### src/rtl/rr_arb_pkg.sv
// Shared types and helpers for the round-robin 4:1 mux arbiter.
package rr_arb_pkg;

    localparam int unsigned NUM_REQ = 4;
    localparam int unsigned SEL_W   = 2;

    typedef enum logic {
        IDLE,
        GRANT
    } state_t;

    function automatic logic [NUM_REQ-1:0] onehot(input logic [SEL_W-1:0] sel);
        onehot = NUM_REQ'(1) << sel;
    endfunction

endpackage

### src/rtl/rr_pick4.sv
// Combinational round-robin pick: first set request after ptr, wrapping, ptr itself last.
module rr_pick4
    import rr_arb_pkg::*;
(
    input  logic [NUM_REQ-1:0] req,
    input  logic [SEL_W-1:0]   ptr,
    output logic               any,
    output logic [SEL_W-1:0]   winner
);

    logic             found;
    logic [SEL_W-1:0] idx;

    always_comb begin
        any    = |req;
        winner = '0;
        found  = 1'b0;
        idx    = '0;
        // k = NUM_REQ wraps the index back onto ptr, giving the last winner lowest priority
        for (int unsigned k = 1; k <= NUM_REQ; k++) begin
            idx = ptr + SEL_W'(k);
            if (!found && req[idx]) begin
                winner = idx;
                found  = 1'b1;
            end
        end
    end

endmodule

### src/rtl/rr_mux4_arbiter.sv
// Round-robin arbiter driving a 4:1 data mux with burst-held grants and valid/ready output.
// Optional stall watchdog enabled by defining ARB_WATCHDOG_EN.
module rr_mux4_arbiter
    import rr_arb_pkg::*;
#(
    parameter int unsigned DATA_W      = 8,
    parameter int unsigned WDOG_CYCLES = 16
) (
    input  logic                clk,
    input  logic                rst_n,
    input  logic [NUM_REQ-1:0]  req,
    input  logic [NUM_REQ-1:0]  last,
    input  logic [DATA_W-1:0]   a,
    input  logic [DATA_W-1:0]   b,
    input  logic [DATA_W-1:0]   c,
    input  logic [DATA_W-1:0]   d,
    input  logic                out_ready,
    output logic [NUM_REQ-1:0]  gnt,
    output logic                s0,
    output logic                s1,
    output logic [DATA_W-1:0]   out_data,
    output logic                out_valid,
    output logic                out_last,
    output logic [NUM_REQ-1:0]  rdy,
    output logic                wdog_abort
);

    if (WDOG_CYCLES < 1) begin : g_bad_wdog
        $error("WDOG_CYCLES must be at least 1");
    end

    state_t              state, state_nxt;
    logic [SEL_W-1:0]    sel, sel_nxt;
    logic [SEL_W-1:0]    ptr, ptr_nxt;
    logic [NUM_REQ-1:0]  gnt_nxt;
    logic [SEL_W-1:0]    winner;
    logic                any;
    logic                xfer;
    logic                stall_out;

    rr_pick4 u_pick (
        .req    (req),
        .ptr    (ptr),
        .any    (any),
        .winner (winner)
    );

    assign {s1, s0}  = sel;
    assign out_valid = (state == GRANT) && req[sel];
    assign out_last  = out_valid && last[sel];
    assign xfer      = out_valid && out_ready;
    assign rdy       = gnt & {NUM_REQ{out_ready}};

    always_comb begin
        out_data = a;
        unique case (sel)
            2'd0: out_data = a;
            2'd1: out_data = b;
            2'd2: out_data = c;
            2'd3: out_data = d;
        endcase
    end

`ifdef ARB_WATCHDOG_EN
    localparam int unsigned         WCNT_W   = $clog2(WDOG_CYCLES + 1);
    localparam logic [WCNT_W-1:0]   WCNT_MAX = WCNT_W'(WDOG_CYCLES - 1);

    logic [WCNT_W-1:0] wcnt, wcnt_nxt;

    assign stall_out = (state == GRANT) && !xfer && (wcnt == WCNT_MAX);

    // Held at zero while idle, so the count starts clean on entering GRANT
    always_comb begin
        wcnt_nxt = wcnt;
        if (state == IDLE || xfer)
            wcnt_nxt = '0;
        else
            wcnt_nxt = wcnt + 1'b1;
    end

    always_ff @(posedge clk or negedge rst_n) begin
        if (!rst_n) begin
            wcnt       <= '0;
            wdog_abort <= 1'b0;
        end else begin
            wcnt       <= wcnt_nxt;
            wdog_abort <= stall_out;
        end
    end
`else
    assign stall_out  = 1'b0;
    assign wdog_abort = 1'b0;
`endif

    always_comb begin
        state_nxt = state;
        gnt_nxt   = gnt;
        sel_nxt   = sel;
        ptr_nxt   = ptr;
        if (state == IDLE) begin
            if (any) begin
                state_nxt = GRANT;
                gnt_nxt   = onehot(winner);
                sel_nxt   = winner;
                ptr_nxt   = winner;
            end
        end else begin
            if ((xfer && out_last) || stall_out) begin
                state_nxt = IDLE;
                gnt_nxt   = '0;
            end
        end
    end

    always_ff @(posedge clk or negedge rst_n) begin
        if (!rst_n) begin
            state <= IDLE;
            gnt   <= '0;
            sel   <= '0;
            ptr   <= SEL_W'(NUM_REQ - 1);
        end else begin
            state <= state_nxt;
            gnt   <= gnt_nxt;
            sel   <= sel_nxt;
            ptr   <= ptr_nxt;
        end
    end

endmodule
### config.mk
export PLATFORM = sky130hd
export DESIGN_NAME = rr_mux4_arbiter
export DESIGN_NICKNAME = d
export VERILOG_FILES = /design/src/rtl/rr_arb_pkg.sv /design/src/rtl/rr_pick4.sv /design/src/rtl/rr_mux4_arbiter.sv
export SDC_FILE = /design/constraint.sdc
export NUM_CORES = 1
export LEC_CHECK = 0
export ABC_AREA = 1
export CAP_MARGIN = 20
export CORE_MARGIN = 1.5
export CORE_UTILIZATION = 37
export CTS_CLUSTER_DIAMETER = 50
export DETAILED_ROUTE_END_ITERATION = 8
export PLACE_DENSITY = 0.88
export SLEW_MARGIN = 20
export SYNTH_ARGS = -nofsm -noshare
export SYNTH_HDL_FRONTEND = slang
export SYNTH_HIERARCHICAL = 1
export SYNTH_SLANG_ARGS = --single-unit
### constraint.sdc
create_clock -name clk -period 1.8 [get_ports clk]
set_input_delay 0.27 -clock clk [delete_from_list [all_inputs] [get_ports clk]]
set_output_delay 0.27 -clock clk [all_outputs]
set_load 0.01 [all_outputs]
==> run metrics <==
total CTS buffers=3; minimum clock period=1780 ps; htree depth=1; static leakage=0.974 nW; Initial Util=40.3%; Final setup viols=0; crit-path leading delay family=simple AND/OR/NAND/NOR gates; post-synthesis compound-gate area fraction=2.56%; Die Ht=55.7 µm; Yosys top cell by area=nand2_1; first-pass GRT wire length=around 5500 µm; crit end category=flop; register clock-pin slew on the reported worst setup and hold paths=around 70 ps; Post-Route WL=3310 µm; post-synthesis area per instance=5.93 µm²; Worst Path Buf+Inv=2; initial antenna violation count=0; Layout area overhead=82.1%; XOR/XNOR share of the synthesized area=0%; class of the worst hold path=in2async; crit path max fanout=7; Post-Synthesis Cells=173; Mapped Area=0.00103 mm²; grt ovf=0; largest family of logic cells by synthesized area=simple AND/OR/NAND/NOR gates; residual DRC count=0; clock skew=6.33 ps; register bit total from synthesis=9; post-synthesis mux area share=0%; vias in the first global route=1312; Critical Path RT=2000 ps; core area=0.00254 mm²; synth warn=6; top cell type's share of synthesized area=roughly 33%; RSZ-0062 raised after global routing=true; M2 GR Usage=about two fifths; P per Cell Area=roughly 1500 mW/mm²; Top Usage Layer GRT=met2; Row Count=18; status=finished, final reports clean; GR Layer Usage met3=4.19%; most common cell after layout, fill and taps aside=nand2_1; CP Launch Type=flop; Die Footprint=around 0.0031 mm²; pre-CTS setup slack=-239 ps; Clock Sinks=9; Cell Chain, Critical Path=clkinv_4 -> nand2_1 -> nand2_2 -> nand2_4 -> nand2_4 -> nor2_8 -> nand3b_1 -> nand3_2 -> inv_2 -> nor3_2 -> nand2_1 -> nand2_1; num ports=64; placer congestion estimate=0.821; routed vias/inst=4.79; routing usage on met1=24.7%; input/output buffers=62; syn_nets=around 220; sequential element share of the synthesized area=~22%; clk root buf=clkbuf_4; CTS max path bufs=2; largest net degree at the start of global routing=10; Slew Viols, Final=0; worst path arrival time=1980 ps; # diodes=0; hold_buf cts=0; vias post-DR=1375; most frequent cells in the layout=nand2_1 (87), clkdlybuf4s50_1 (51), buf_4 (20), inv_1 (12), nand2_2 (12); Final Hold Fails=0; MaxCap Viol Count=0; final worst slack=about 19 ps; Iter 0 DRT Violations=48; Antenna Nets Post-Route=0; GRT Total Usage=21.7%; Final period util=98.9%; # fillers=229; post-detailed-placement cell area=0.00180 mm²; WL/cell=11.5 µm; TritonCTS clock tree=yes; Max VDD drop=1110 µV; final net count=around 300; critical path's slowest cell=dfstp_2; first-pass detailed-route iteration total=4; fin area=0.00187 mm²; CP Class=reg2reg; Max Clock Freq=0.561 GHz; utilization of the core after routing=73.4%; CP max stage delay=approximately 600 ps; post-DP HPWL=2530 µm; die width=55.7 µm; post-synth cell types=23; multi-input logic area=736 µm²; Simple-Gate Fraction of Synth Area=approximately two thirds; register area=229 µm²; share of layout cells above drive strength 1=27.6%; Synth Area in Adders=0%; worst skew pair latency=around 270 ps; Area contributors post-synth=nand2_1 (33%), dfrtp_1 (17%), nand2_2 (6.7%); cell mode on critical path=nand2_1
[kinds of logic (layout without fill, tap and decap cells)]
| logic type | Yosys count | after routing |
|---|---|---|
| AND/OR/NAND/NOR | 135 | 135 |
| buffers and inverters | 23 | 107 |
| flip-flops | 9 | 9 |
| AO/OA/AOI/OAI | 5 | 5 |
| other | 1 | 1 |
[synthesized netlist by cell type]
cell type / n
a21oi_1: 1
a31oi_1: 1
buf_2: 1
buf_4: 1
buf_6: 1
conb_1: 1
dfrtp_1: 7
dfstp_2: 2
inv_1: 17
inv_2: 2
inv_6: 1
nand2_1: 89
nand2_2: 11
nand2_4: 6
nand3_1: 9
nand3_2: 1
nand3b_1: 1
nand4_1: 10
nand4_4: 1
nor2_1: 2
nor2_8: 1
nor3_1: 4
o21ai_0: 3
[repair_timing]
action | in CTS | in global routing
endpoints found under the setup margin | 11 | 20
pin swaps | 1 | 7
buffers inserted | 1 | 3
resized for setup | 12 | 32
[registers in the layout, indices dropped and copies added, names as in the netlist]
register	cells
gnt	4
ptr	2
sel	2
state	1
[metrics by stage]
stage | TNS, ps | hold slack [ps] | cells | power (W)
5_1_grt | -366 | 326 | 287 | 0.00316
6_report | 0 | 297 | 287 | 0.00288
3_3_place_gp | -897 | 510 | 279 | 0.00260
2_1_floorplan | 0 | -25.6 | 173 | 0.00168
4_1_cts | 0 | 311 | 284 | 0.00272
3_5_place_dp | -1270 | 519 | 279 | 0.00263
[cell type report]
| cell class | instances | share of cell area [%] |
|---|---|---|
| Timing Repair Buffer | 83 | 40.6 |
| Multi-Input combinational cell | 141 | 39.4 |
| Sequential cell | 9 | 12.3 |
| Inverter | 20 | 4.29 |
| Tap cell | 30 | 2.01 |
| Clock buffer | 3 | 1.21 |
| Clock inverter | 1 | 0.268 |
[final timing paths]
check / from / to / slack (ps) / cells past startpoint
setup reg to reg: ptr[0] / gnt[3] / 20 / 12
setup / recovery: ptr[0] / gnt[3] / 20 / 12
hold / removal: rst_n / gnt[2] / 300 / 1
hold reg to reg: gnt[0] / gnt[0] / 530 / 2
max in group asynchronous: rst_n / ptr[0] / 1180 / 1
min in group clk: gnt[0] / gnt[0] / 530 / 2
[metal layers]
metal	wire (µm)	vias to the layer above
met4	98	0
met5	0	-
met3	259	10
met1	1370	598
met2	1580	59
li1	-	708
[worst register-to-register path: stages, from the launching register on]
cell and delay (ps):
dfstp_2 600, clkinv_4 100, nand2_1 80, nand2_2 70
nand2_4 90, nand2_4 70, nor2_8 90, nand3b_1 110
nand3_2 150, inv_2 60, nor3_2 140, nand2_1 70
nand2_1 60
[power breakdown]
part	internal (W)	switching, W	total (W)
sequential	0.000310	0.000101	0.000412
clock	0.0000822	0.0000783	0.000160
combinational	0.00104	0.00127	0.00231
No activity file was read; power rests on OpenSTA's default activity.
